**src/rtl/uart_tx_arbiter_if.sv**
```systemverilog
// uart_tx_arbiter_if
//   Byte-stream bundle between N message sources, the arbiter and one uart_tx.
//   req_data      N*8  byte from source i on bits [8i+7:8i]
//   req_valid     N    source i presents a byte
//   req_last      N    that byte ends the source's packet
//   req_ready     N    byte from source i accepted this cycle
//   tx_data       8    byte toward uart_tx
//   tx_data_valid 1    tx_data is valid
//   tx_data_ready 1    uart_tx accepts tx_data
//   modport slave  : the arbiter's view
//   modport master : the environment's view (sources + uart_tx)
interface uart_tx_arbiter_if #(
  parameter int N = 4
);
  logic [N*8-1:0] req_data;
  logic [N-1:0]   req_valid;
  logic [N-1:0]   req_last;
  logic [N-1:0]   req_ready;
  logic [7:0]     tx_data;
  logic           tx_data_valid;
  logic           tx_data_ready;

  modport slave (
    input  req_data, req_valid, req_last, tx_data_ready,
    output req_ready, tx_data, tx_data_valid
  );

  modport master (
    output req_data, req_valid, req_last, tx_data_ready,
    input  req_ready, tx_data, tx_data_valid
  );
endinterface

```
**src/rtl/uart_tx_arbiter.sv**
```systemverilog
// uart_tx_arbiter
//   Round-robin, packet-locked arbiter sharing one uart_tx between N sources.
//   A grant lasts until the source's last byte, MAX_LEN bytes, or TIMEOUT
//   consecutive cycles of the owner starving the UART.
//   clk, rst_n   clock, asynchronous active-low reset
//   bus          uart_tx_arbiter_if.slave (source streams and uart_tx side)
//   err_clr      synchronous clear of both sticky error flags
//   grant        one-hot owner of the UART, zero when idle
//   busy         a packet is in progress
//   err_len      sticky: forced release on MAX_LEN
//   err_timeout  sticky: forced release on TIMEOUT
module uart_tx_arbiter #(
  parameter int N       = 4,
  parameter int MAX_LEN = 80,
  parameter int TIMEOUT = 1024
) (
  input  logic                clk,
  input  logic                rst_n,
  uart_tx_arbiter_if.slave    bus,
  input  logic                err_clr,
  output logic [N-1:0]        grant,
  output logic                busy,
  output logic                err_len,
  output logic                err_timeout
);
  localparam int PW = $clog2(N);
  localparam int LW = $clog2(MAX_LEN + 1);
  localparam int TW = $clog2(TIMEOUT + 1);

  typedef enum logic {IDLE, STREAM} state_t;

  state_t         state, state_next;
  logic [N-1:0]   grant_next;
  logic [PW-1:0]  ptr, ptr_next;
  logic [LW-1:0]  len, len_next;
  logic [TW-1:0]  tmo, tmo_next;
  logic           set_len, set_tmo;

  logic           sel_found;
  logic [PW-1:0]  sel_idx;
  logic [PW-1:0]  cand;

  logic [7:0]     data_g;
  logic           valid_g;
  logic           last_g;
  logic           xfer;

  // Round-robin search starting just after the last owner.
  always_comb begin
    sel_found = 1'b0;
    sel_idx   = '0;
    cand      = '0;
    for (int k = 1; k <= N; k++) begin
      cand = PW'((int'(ptr) + k) % N);
      if (!sel_found && bus.req_valid[cand]) begin
        sel_found = 1'b1;
        sel_idx   = cand;
      end
    end
  end

  // Owner's stream, gated by grant so everything reads zero while idle.
  always_comb begin
    data_g  = '0;
    valid_g = 1'b0;
    last_g  = 1'b0;
    for (int i = 0; i < N; i++) begin
      if (grant[i]) begin
        data_g  = data_g | bus.req_data[8*i +: 8];
        valid_g = valid_g | bus.req_valid[i];
        last_g  = last_g | bus.req_last[i];
      end
    end
  end

  assign xfer              = valid_g & bus.tx_data_ready;
  assign bus.tx_data       = data_g;
  assign bus.tx_data_valid = valid_g;
  assign bus.req_ready     = grant & {N{bus.tx_data_ready}};
  assign busy              = (state == STREAM);

  always_comb begin
    state_next = state;
    grant_next = grant;
    ptr_next   = ptr;
    len_next   = len;
    tmo_next   = tmo;
    set_len    = 1'b0;
    set_tmo    = 1'b0;
    case (state)
      IDLE: begin
        if (sel_found) begin
          state_next = STREAM;
          grant_next = {{(N-1){1'b0}}, 1'b1} << sel_idx;
          ptr_next   = sel_idx;
          len_next   = '0;
          tmo_next   = '0;
        end
      end
      STREAM: begin
        if (xfer) begin
          len_next = len + 1'b1;
          tmo_next = '0;
          if (last_g) begin
            state_next = IDLE;
            grant_next = '0;
          end else if (len + 1'b1 == LW'(MAX_LEN)) begin
            state_next = IDLE;
            grant_next = '0;
            set_len    = 1'b1;
          end
        end else if (!valid_g) begin
          // Only starvation by the owner counts; a busy UART holds tmo.
          tmo_next = tmo + 1'b1;
          if (tmo + 1'b1 == TW'(TIMEOUT)) begin
            state_next = IDLE;
            grant_next = '0;
            set_tmo    = 1'b1;
          end
        end
      end
      default: begin
        state_next = IDLE;
        grant_next = '0;
      end
    endcase
  end

  always_ff @(posedge clk or negedge rst_n) begin
    if (!rst_n) begin
      state       <= IDLE;
      grant       <= '0;
      ptr         <= PW'(N - 1);
      len         <= '0;
      tmo         <= '0;
      err_len     <= 1'b0;
      err_timeout <= 1'b0;
    end else begin
      state <= state_next;
      grant <= grant_next;
      ptr   <= ptr_next;
      len   <= len_next;
      tmo   <= tmo_next;
      // A set event in the same cycle as err_clr wins.
      if (set_len)      err_len <= 1'b1;
      else if (err_clr) err_len <= 1'b0;
      if (set_tmo)      err_timeout <= 1'b1;
      else if (err_clr) err_timeout <= 1'b0;
    end
  end
endmodule

```
**src/flat_wrapper.sv**
```systemverilog
// flat-port wrapper written by rule: the top's interface ports become plain ports
module uart_tx_arbiter_flat 
#(
  parameter int N       = 4,
  parameter int MAX_LEN = 80,
  parameter int TIMEOUT = 1024
)
  (clk, rst_n, err_clr, grant, busy, err_len, err_timeout, bus_req_data, bus_req_valid, bus_req_last, bus_tx_data_ready, bus_req_ready, bus_tx_data, bus_tx_data_valid);
  uart_tx_arbiter_if #(.N(N)) bus_i ();
  input  logic clk;
  input  logic rst_n;
  input  logic err_clr;
  output logic [N-1:0] grant;
  output logic busy;
  output logic err_len;
  output logic err_timeout;
  input wire logic [$bits(bus_i.req_data)-1:0] bus_req_data;
  input wire logic [$bits(bus_i.req_valid)-1:0] bus_req_valid;
  input wire logic [$bits(bus_i.req_last)-1:0] bus_req_last;
  input wire logic [$bits(bus_i.tx_data_ready)-1:0] bus_tx_data_ready;
  output wire logic [$bits(bus_i.req_ready)-1:0] bus_req_ready;
  output wire logic [$bits(bus_i.tx_data)-1:0] bus_tx_data;
  output wire logic [$bits(bus_i.tx_data_valid)-1:0] bus_tx_data_valid;
  assign bus_i.req_data = bus_req_data;
  assign bus_i.req_valid = bus_req_valid;
  assign bus_i.req_last = bus_req_last;
  assign bus_i.tx_data_ready = bus_tx_data_ready;
  assign bus_req_ready = bus_i.req_ready;
  assign bus_tx_data = bus_i.tx_data;
  assign bus_tx_data_valid = bus_i.tx_data_valid;
  uart_tx_arbiter #(.N(N), .MAX_LEN(MAX_LEN), .TIMEOUT(TIMEOUT)) u_core (.clk(clk), .rst_n(rst_n), .bus(bus_i), .err_clr(err_clr), .grant(grant), .busy(busy), .err_len(err_len), .err_timeout(err_timeout));
endmodule
```
**config.mk**
```make
export PLATFORM = sky130hd
export DESIGN_NAME = uart_tx_arbiter_flat
export DESIGN_NICKNAME = d
export VERILOG_FILES = /design/src/rtl/uart_tx_arbiter_if.sv /design/src/rtl/uart_tx_arbiter.sv /design/src/flat_wrapper.sv
export SDC_FILE = /design/constraint.sdc
export NUM_CORES = 1
export LEC_CHECK = 0
export ABC_AREA = 1
export CORE_ASPECT_RATIO = 1.2
export CORE_MARGIN = 8
export CORE_UTILIZATION = 52
export DETAILED_ROUTE_END_ITERATION = 10
export PLACE_DENSITY_LB_ADDON = 0.3
export SLEW_MARGIN = 20
export SYNTH_ARGS = -nofsm -noshare
export SYNTH_HDL_FRONTEND = slang
export SYNTH_SLANG_ARGS = --single-unit
```
**constraint.sdc**
```tcl
create_clock -name clk -period 3.5 [get_ports clk]
set_clock_uncertainty 0.05 [all_clocks]
set_input_delay 0.7 -clock clk [delete_from_list [all_inputs] [get_ports clk]]
set_output_delay 0.7 -clock clk [all_outputs]
set_load 0.005 [all_outputs]
```
==> results of run 1 <==
[flip-flops by register name, indices dropped and copies added, names as in the netlist]
signal / flops
u_core.len: 7
u_core.err_len: 1
u_core.err_timeout: 1
u_core.ptr: 2
u_core.tmo: 11
u_core.busy: 1
u_core.grant: 4
[synthesized netlist by cell type, drive strengths merged]
library cell  instances  area, µm²
inv                  44      167.7
clkinv                1      3.750
ha                    3      37.54
buf                   4      41.29
clkbuf                5      18.77
nand3                35      180.2
o21ai                23      137.6
dfrtp                25      625.6
a22oi                 1      12.51
nor3                  1      5.000
a21oi                 4      23.77
nand2               147      581.8
nor2                 28      131.4
dfstp                 2      52.55
o22ai                 5      50.05
o21bai                3      22.52
nand4                16      100.1
[routing by layer]
layer	vias up	track usage [%]	wire length [µm]
li1	1228	-	-
met3	6	6.567	457
met4	0	5.429	87
met2	68	29.37	2746
met1	1036	21.67	2431
met5	-	0	0
[stage by stage]
stage | total power [W] | std cells
2_1_floorplan | 0.001209 | 347
3_3_place_gp | 0.001534 | 458
3_5_place_dp | 0.001550 | 458
4_1_cts | 0.001732 | 462
5_1_grt | 0.001872 | 462
6_report | 0.001710 | 462
[logic make-up (layout without fill, tap and decap cells)]
group | count (synthesis) | after routing | share of synthesized area [%]
AO/OA/AOI/OAI | 36 | 36 | 11.24
adder cells (fa/ha/maj) | 3 | 3 | 1.713
AND/OR/NAND/NOR | 227 | 227 | 45.55
flip-flops | 27 | 27 | 30.94
buffers and inverters | 54 | 113 | 10.56
[report_power, final]
| part | total [W] | switching (W) | internal [W] |
|---|---|---|---|
| clock | 0.000176 | 0.0000940 | 0.0000816 |
| combinational | 0.00101 | 0.000569 | 0.000438 |
| sequential | 0.000527 | 0.000146 | 0.000381 |
| total | 0.00171 | 0.000809 | 0.000901 |
[area by class of cell]
| type | count | area [µm²] |
|---|---|---|
| Inverter | 45 | 171.4 |
| Timing Repair Buffer | 64 | 638.1 |
| Tap cell | 56 | 70.07 |
| Multi-Input combinational cell | 266 | 1282 |
| Clock buffer | 4 | 45.04 |
| Fill cell | 363 | 1279 |
| Sequential cell | 27 | 678.2 |
[critical path, stage by stage]
cell             delay (ns)
clkdlybuf4s50_1        0.45
inv_1                  0.09
o21ai_1                0.07
nor2_1                 0.29
inv_2                  0.09
clkdlybuf4s50_1        0.47
[path summary, 6_finish.rpt]
| check | start | end | slack [ns] | depth (start not counted) |
|---|---|---|---|---|
| max | bus_req_valid[3] | bus_tx_data_valid | 0.59 | 6 |
| min reg2reg | u_core.err_len | u_core.err_len | 0.49 | 2 |
| min | u_core.err_len | u_core.err_len | 0.49 | 2 |
| max in group asynchronous | rst_n | u_core.ptr[0] | 2.35 | 2 |
| max reg2reg | u_core.tmo[0] | u_core.busy | 1.45 | 14 |
| min in group asynchronous | rst_n | u_core.len[4] | 0.74 | 2 |
==> qor.yml, run 1 <==
status: "completed"
finalHoldViolations: 0
utilization_pct: 69.29
coreArea_mm2: 0.004164
routed_via_density: 5.061
antenna_left: 0
powerDensity_mw_per_mm2: 592.6
postCtsHoldBufs: 0
yosysWarnings: 0
p_leak_nw: 1.318
drtIter0Drc: 136
path_clk_slew_ns: 0.09
rsz0062_at_grt: "false"
cts-root-buf: "clkbuf_8"
syn_avg_cell_area_um2: 6.317
initial_core_util_pct: 52.64
drt_first_pass_iters: 4
final_net_count: 454
gp_congestion: 0.8604
cp-start-kind: "input port"
final_common_cell: "nand2_1"
die_y_um: 87.13
numCtsBuffers: 3
setup_slack_ns: 0.5928
timing.final.crit_period_ns: 2.907
dp_slack_ns: 0.5702
row_count: 26
critical_path_arrival_ns: 2.16
die_area_mm2: 0.006558
netlist_area_mm2: 0.002192
htreeDepth: 1
drive_gt1_share_pct: 9.113
whs_ns: 0.4863
ir_drop_uv: 338.4
final_cell_mix: "nand2_1, clkdlybuf4s50_1, inv_1, nand3_1"
grt_usage_pct: 18.18
finalCritPeriodShare_pct: 83.06
hpwlAfterDp_mm: 4.695
cts_tree: "yes"
n_antenna_cell: 0
totalWireLength_mm: 5.722
path_class: "in -> out"
clkLatencyLatePin_ns: 0.27
synth_fp_nets: 394
fin_tns_setup_ns: 0
routedWlPerCell_um: 12.39
worst_slew_pin_slew_ns: 0.4963
drc: 0
die_x_um: 75.27
syn-instance-count: 347
ys_seq_elements: 27
grt_pass1_wl_mm: 9.549
cts.sink_count: 27
antenna_found_initial: 0
yosysSeqAreaShare_pct: 30.94
portBuffers: 63
setup_violations: 0
grt_overflow: 0
syn_to_final_growth_pct: 31.62
drv_slew: 0
relSlewSlack_pct: 66.91
post_cts_buffers: 0
grt_pass1_vias: 2215
max_freq_ghz: 0.3440
io_pins: 64
hp-class: "reg -> reg"
crit_fanout: 4
cp-end-kind: "primary output"
clockBufferDepth: 2
final_area_mm2: 0.002885
critical_path_required_ns: 2.75
dpl-instance-area_mm2: 0.002840
ys_types: 30
grt_max_degree: 28
maxCapViolCount: 0
cts.repair.resized: 0
vias: 2338
Note: power is estimated with default switching activity, not from simulation.
==> inputs of run 2 (changes only) <==
CORE_UTILIZATION = 48   (was 52)
clock period = 2.95 ns   (was 3.5 ns; I/O delays follow)
==> run 2 against run 1 <==
Effect of this change: first-iteration DRC count fell by 26%; critical endpoint unchanged; setup slack got worse by 0.26 ns; clock power rose by 26%; largest cell class unchanged.
==> qor.yml, run 2 (synthesis results as in run 1) <==
status: "completed"
fin_tns_setup_ns: 0  # unchanged
largestRegisters: "u_core.tmo (11), u_core.len (7), u_core.grant (4)"
drv_slew: 0  # unchanged
final_cell_mix: "nand2_1, clkdlybuf4s50_1, inv_1, nand3_1"
hpwlAfterDp_mm: 4.733  # +0.80%
critical_path_required_ns: 2.31  # -0.44 ns
cts.repair.resized: 0  # unchanged
grt_pass1_wl_mm: 10.40  # +8.9%
crit_top_cell: "clkdlybuf4s50_1"
routedWlPerCell_um: 12.64  # +2.1%
portBuffers: 63  # unchanged
grt_max_degree: 28  # unchanged
multi_input_area_mm2: 0.001282  # unchanged
slowest_stage: "clkdlybuf4s50_1"
clockBufferDepth: 2  # unchanged
hp-class: "reg -> reg"
dpl-instance-area_mm2: 0.002858  # +0.62%
coreArea_mm2: 0.004493  # +7.9%
drt_first_pass_iters: 4  # unchanged
rsz0062_at_grt: "false"
initial_core_util_pct: 48.79  # -3.9 points
path_class: "in -> out"
largest_reg_flops: 11  # unchanged
io_pins: 64  # unchanged
worst_slew_pin_slew_ns: 0.4639  # -0.03239 ns
cts-root-buf: "clkbuf_8"
dp_slack_ns: 0.3229  # -0.2472 ns
post_cts_buffers: 0  # unchanged
fillers: 425  # +17%
ff_latch_area_um2: 678.2  # unchanged
htreeDepth: 1  # unchanged
die_x_um: 77.69  # +3.2%
timing.critical_path.max_delay_family: "buffers and inverters"
die_y_um: 90.03  # +3.3%
drtIter0Drc: 100  # -26%
grt_pass1_vias: 2344  # +5.8%
gp_congestion: 0.8634  # +0.35%
cts_tree: "yes"
p_total_w: 0.002079  # +22%
finalCritPeriodShare_pct: 88.72
path_buf_inv: 4  # unchanged
place_inst: 462  # +0.87%
timing.final.crit_period_ns: 2.617
critical_path_arrival_ns: 1.98  # -0.18 ns
maxCapViolCount: 0  # unchanged
relSlewSlack_pct: 69.07  # +2.2 points
finalHoldViolations: 0  # unchanged
path_clk_slew_ns: 0.10  # about the same
grt_overflow: 0  # unchanged
clkLatencyLatePin_ns: 0.28  # about the same
die_area_mm2: 0.006994  # +6.7%
setup_violations: 0  # unchanged
cts.sink_count: 27  # unchanged
powerDensity_mw_per_mm2: 715.0  # +21%
r2r_cells: 11  # -3
crit_fanout: 3  # -1
p_leak_nw: 1.330  # +0.95%
regMostFlops: "u_core.tmo"
syn_to_final_growth_pct: 32.65
antenna_found_initial: 0  # unchanged
drc: 0  # unchanged
postCtsHoldBufs: 0  # unchanged
max_stage_delay_ns: 0.51  # +0.04 ns
final_common_cell: "nand2_1"
antenna_left: 0  # unchanged
grt_usage_pct: 17.30  # -0.88 points
ir_drop_uv: 383.0  # +13%
vias: 2379  # +1.8%
critical_path.cell_chain: "clkdlybuf4s50_1, inv_1, o21ai_1, nor2_1, inv_2, clkdlybuf4s50_1"
final_area_mm2: 0.002908  # +0.78%
row_count: 27  # +3.8%
hold_depth: 2  # unchanged
cp-end-kind: "primary output"
path_depth: 6  # unchanged
max_freq_ghz: 0.3821
layout.cells.non_filler: 466  # +0.87%
cp-start-kind: "input port"
setup_slack_ns: 0.3327  # -0.2601 ns
n_antenna_cell: 0  # unchanged
final_net_count: 456  # +0.44%
numCtsBuffers: 3  # unchanged
drive_gt1_share_pct: 9.804  # +0.69 points
totalWireLength_mm: 5.890  # +2.9%
routed_via_density: 5.105  # +0.88%
## run 2: power breakdown
group | internal [W] | leakage, nW | switching, W
registers | 0.000453 | 0.359 | 0.000176
clock network | 0.0000991 | 0.0261 | 0.000122
logic | 0.000537 | 0.945 | 0.000692
## run 2: cell type report
cell class / count / share of cell area [%]
multi-input cells: 266 / 44.10
flip-flops and latches: 27 / 23.32
clock buffers: 3 / 1.420
inverters: 45 / 5.895
repair buffers: 66 / 22.46
clock inverters: 1 / 0.3012
well taps: 58 / 2.496
## run 2: final timing paths
kind,from,endpoint,slack [ns]
hold / removal,u_core.err_len,u_core.err_len,0.49
max in group asynchronous,rst_n,u_core.ptr[1],1.89
hold reg to reg,u_core.err_len,u_core.err_len,0.49
setup reg to reg,u_core.ptr[0],u_core.tmo[4],0.92
setup / recovery,bus_req_valid[3],bus_tx_data_valid,0.33
min in group asynchronous,rst_n,u_core.tmo[6],0.63
## run 2: metal layers
layer	routed length (µm)	GRT usage, %	part of all wire (%)	up-vias
met5	0	0	0	-
met4	52	3.943	0.88	0
met3	568	6.873	9.6	4
met2	2768	28.33	47	70
met1	2501	20.53	42	1071
li1	-	-	-	1234
## run 2: per-stage QoR
stage	hold slack, ns	utilization [%]
global placement	0.4761	63.60
global route	0.5091	64.72
CTS	0.4922	64.72
finish	0.4895	64.72
detailed placement	0.4724	63.60
floorplan	0.2444	-
## run 2: worst register-to-register path, stage by stage, from the launching register on
cell     delay (ns)
dfstp_2        0.69
inv_2          0.12
nand2_1        0.09
nand2_2        0.07
nand2_1        0.10
nand2_2        0.09
nor2_4         0.13
nand3_2        0.09
nand2_4        0.14
nand2_4        0.16
nand4_1        0.12
o21ai_1        0.07
==> inputs of run 3 (changes only) <==
GPL_ROUTABILITY_DRIVEN = 0   (was unset)
GPL_TIMING_DRIVEN = 0   (was unset)
==> run 3 against run 2 <==
Effect of this change: sequential share of layout area shrank 0.14 points; cell count grew 1.1%; register-to-register slack gained 0.03 ns; via count grew 0.80%; non-clock buffer count grew 5.
==> qor.yml, run 3 (synthesis results as in run 1) <==
status: "completed"
critical_path_required_ns: 2.31  # about the same
clkLatencyLatePin_ns: 0.27  # about the same
cp-end-kind: "primary output"
die_x_um: 77.69  # unchanged
grt_overflow: 0  # unchanged
syn_to_final_growth_pct: 33.45
antenna_left: 0  # unchanged
path_class: "in -> out"
hpwlAfterDp_mm: 4.739  # +0.14%
row_count: 27  # unchanged
drive_gt1_share_pct: 9.927  # +0.12 points
worst_slew_pin_slew_ns: 0.6027  # +0.1388 ns
rr_startpoint: "u_core.tmo[0]"
critical_path_arrival_ns: 2.05  # +0.07 ns
cts.sink_count: 27  # unchanged
drtIter0Drc: 122  # +22%
routedWlPerCell_um: 12.23  # -3.2%
path_clk_slew_ns: 0.09  # about the same
path_buf_inv: 4  # unchanged
regMostFlops: "u_core.tmo"
ir_drop_uv: 353.4  # -7.7%
numCtsBuffers: 3  # unchanged
die_y_um: 90.03  # unchanged
portBuffers: 62  # -1.6%
coreArea_mm2: 0.004493  # unchanged
seqPwrFrac_pct: 25.5  # -4.7 points
rsz0062_at_grt: "false"
cts-root-buf: "clkbuf_8"
whs_ns: 0.2606  # -0.2288 ns
totalWireLength_mm: 5.762  # -2.2%
clockBufferDepth: 2  # unchanged
largest_reg_flops: 11  # unchanged
crit_top_cell: "clkdlybuf4s50_1"
largestRegisters: "u_core.tmo (11), u_core.len (7), u_core.grant (4)"
setup_violations: 0  # unchanged
drc: 0  # unchanged
r2r-end: "u_core.grant[3]"
n_antenna_cell: 0  # unchanged
maxCapViolCount: 0  # unchanged
max_stage_delay_ns: 0.46  # -0.05 ns
routed_via_density: 5.091  # -0.27%
timing.final.crit_period_ns: 2.691  # +0.07396 ns
fin_tns_setup_ns: 0  # unchanged
cts_tree: "yes"
ff2ff_setup_slack_ns: 0.95  # +0.03 ns
grt_pass1_vias: 2384  # +1.7%
antenna_found_initial: 0  # unchanged
final_net_count: 461  # +1.1%
max_freq_ghz: 0.3716  # -2.7%
fillers: 407  # -4.2%
timing.critical_path.max_delay_family: "buffers and inverters"
post_cts_buffers: 0  # unchanged
hp-class: "in -> async"
critical_path.cell_chain: "clkdlybuf4s50_1, inv_1, o21ai_1, nor2_1, inv_2, clkdlybuf4s50_1"
p_sw_share_pct: 46.77  # -0.85 points
crit_fanout: 4  # +1
grt_max_degree: 28  # unchanged
finalHoldViolations: 0  # unchanged
slowest_stage: "clkdlybuf4s50_1"
drt_first_pass_iters: 4  # unchanged
drv_slew: 0  # unchanged
r2r_cells: 12  # +1
pwr-share-clk_pct: 10.0  # -0.7 points
initial_core_util_pct: 48.79  # unchanged
io_pins: 64  # unchanged
postCtsHoldBufs: 0  # unchanged
powerDensity_mw_per_mm2: 724.0  # +1.2%
vias: 2398  # +0.80%
die_area_mm2: 0.006994  # unchanged
grt_pass1_wl_mm: 10.18  # -2.1%
cts.repair.resized: 0  # unchanged
p_leak_nw: 1.338  # +0.59%
intPower_w: 0.001127  # +3.5%
cp-start-kind: "input port"
final_common_cell: "nand2_1"
htreeDepth: 1  # unchanged
finalCritPeriodShare_pct: 91.23  # +2.5 points
power_frac_comb_pct: 64.6  # +5.5 points
netSwitchingPower_w: 0.0009905  # about the same
final_cell_mix: "nand2_1, clkdlybuf4s50_1, inv_1, nand3_1"
grt_usage_pct: 16.97  # -0.34 points
relSlewSlack_pct: 59.82  # -9.3 points
[run 3: changes by cell type in the layout (fill, tap and decap cells not counted), sizes merged]
cell and change:
inv -1, clkdlybuf4s50 -2, buf +2, clkbuf +6
[run 3: power by group through the flow]
| stage | clock (W) | combinational [W] | sequential [W] |
|---|---|---|---|
| after floorplan | 0 | 0.000907 | 0.000528 |
| final | 0.000211 | 0.00137 | 0.000540 |
| after global routing | 0.000227 | 0.00155 | 0.000550 |
| after CTS | 0.000214 | 0.00138 | 0.000539 |
| after detailed placement | 0 | 0.00137 | 0.000546 |
| after global placement | 0 | 0.00136 | 0.000545 |
[run 3: how the worst max path moves through the flow]
| stage | cells after the start | slack (ns) | to | start |
|---|---|---|---|---|
| floorplan | 13 | 1.20 | u_core.tmo[3] | u_core.ptr[1] |
| global placement | 6 | 0.25 | bus_tx_data_valid | bus_req_valid[3] |
| detailed placement | 6 | 0.24 | bus_tx_data_valid | bus_req_valid[3] |
| CTS | 6 | 0.24 | bus_tx_data_valid | bus_req_valid[3] |
| global route | 6 | 0.13 | bus_tx_data_valid | bus_req_valid[3] |
| finish | 6 | 0.26 | bus_tx_data_valid | bus_req_valid[3] |
[run 3: through the flow]
| stage | power (W) | setup slack, ns | utilization (%) | std cells | area (µm²) |
|---|---|---|---|---|---|
| 3_5_place_dp | 0.001917 | 0.2438 | 64.10 | 467 | 2880 |
| 4_1_cts | 0.002134 | 0.2397 | 65.11 | 471 | 2925 |
| 6_report | 0.002118 | 0.2587 | 65.11 | 471 | 2925 |
| 5_1_grt | 0.002324 | 0.1306 | 65.11 | 471 | 2925 |
| 3_3_place_gp | 0.001904 | 0.2479 | 64.22 | 467 | 2885 |
| 2_1_floorplan | 0.001435 | 1.204 | - | 347 | 2192 |
[run 3: area by class of cell]
cell class / count / area, µm² / area share [%]
Timing Repair Buffer: 62 / 615.6 / 21.04
Inverter: 45 / 171.4 / 5.860
Multi-Input combinational cell: 266 / 1282 / 43.84
Tap cell: 58 / 72.57 / 2.481
Sequential cell: 27 / 678.2 / 23.18
Clock buffer: 4 / 45.04 / 1.540
Buffer: 9 / 60.06 / 2.053
[run 3: worst register-to-register path: stages (launching register included)]
cell and delay (ns):
dfrtp_1 0.44, ha_1 0.21, nand3_1 0.12, nor2_1 0.27, nand2_1 0.10, nand2_1 0.08
nand2_1 0.05, nor2_1 0.13, nand3_1 0.10, nand2_1 0.07, nand2_1 0.12, nand3_1 0.10
nand2_1 0.06
[run 3: per-layer routing]
metal	track usage, %	share of wire, %	up-vias
met3	6.474	9.7	7
met1	19.25	42	1072
met5	0	0	-
li1	-	-	1249
met4	5.521	1.5	0
met2	28.26	47	70
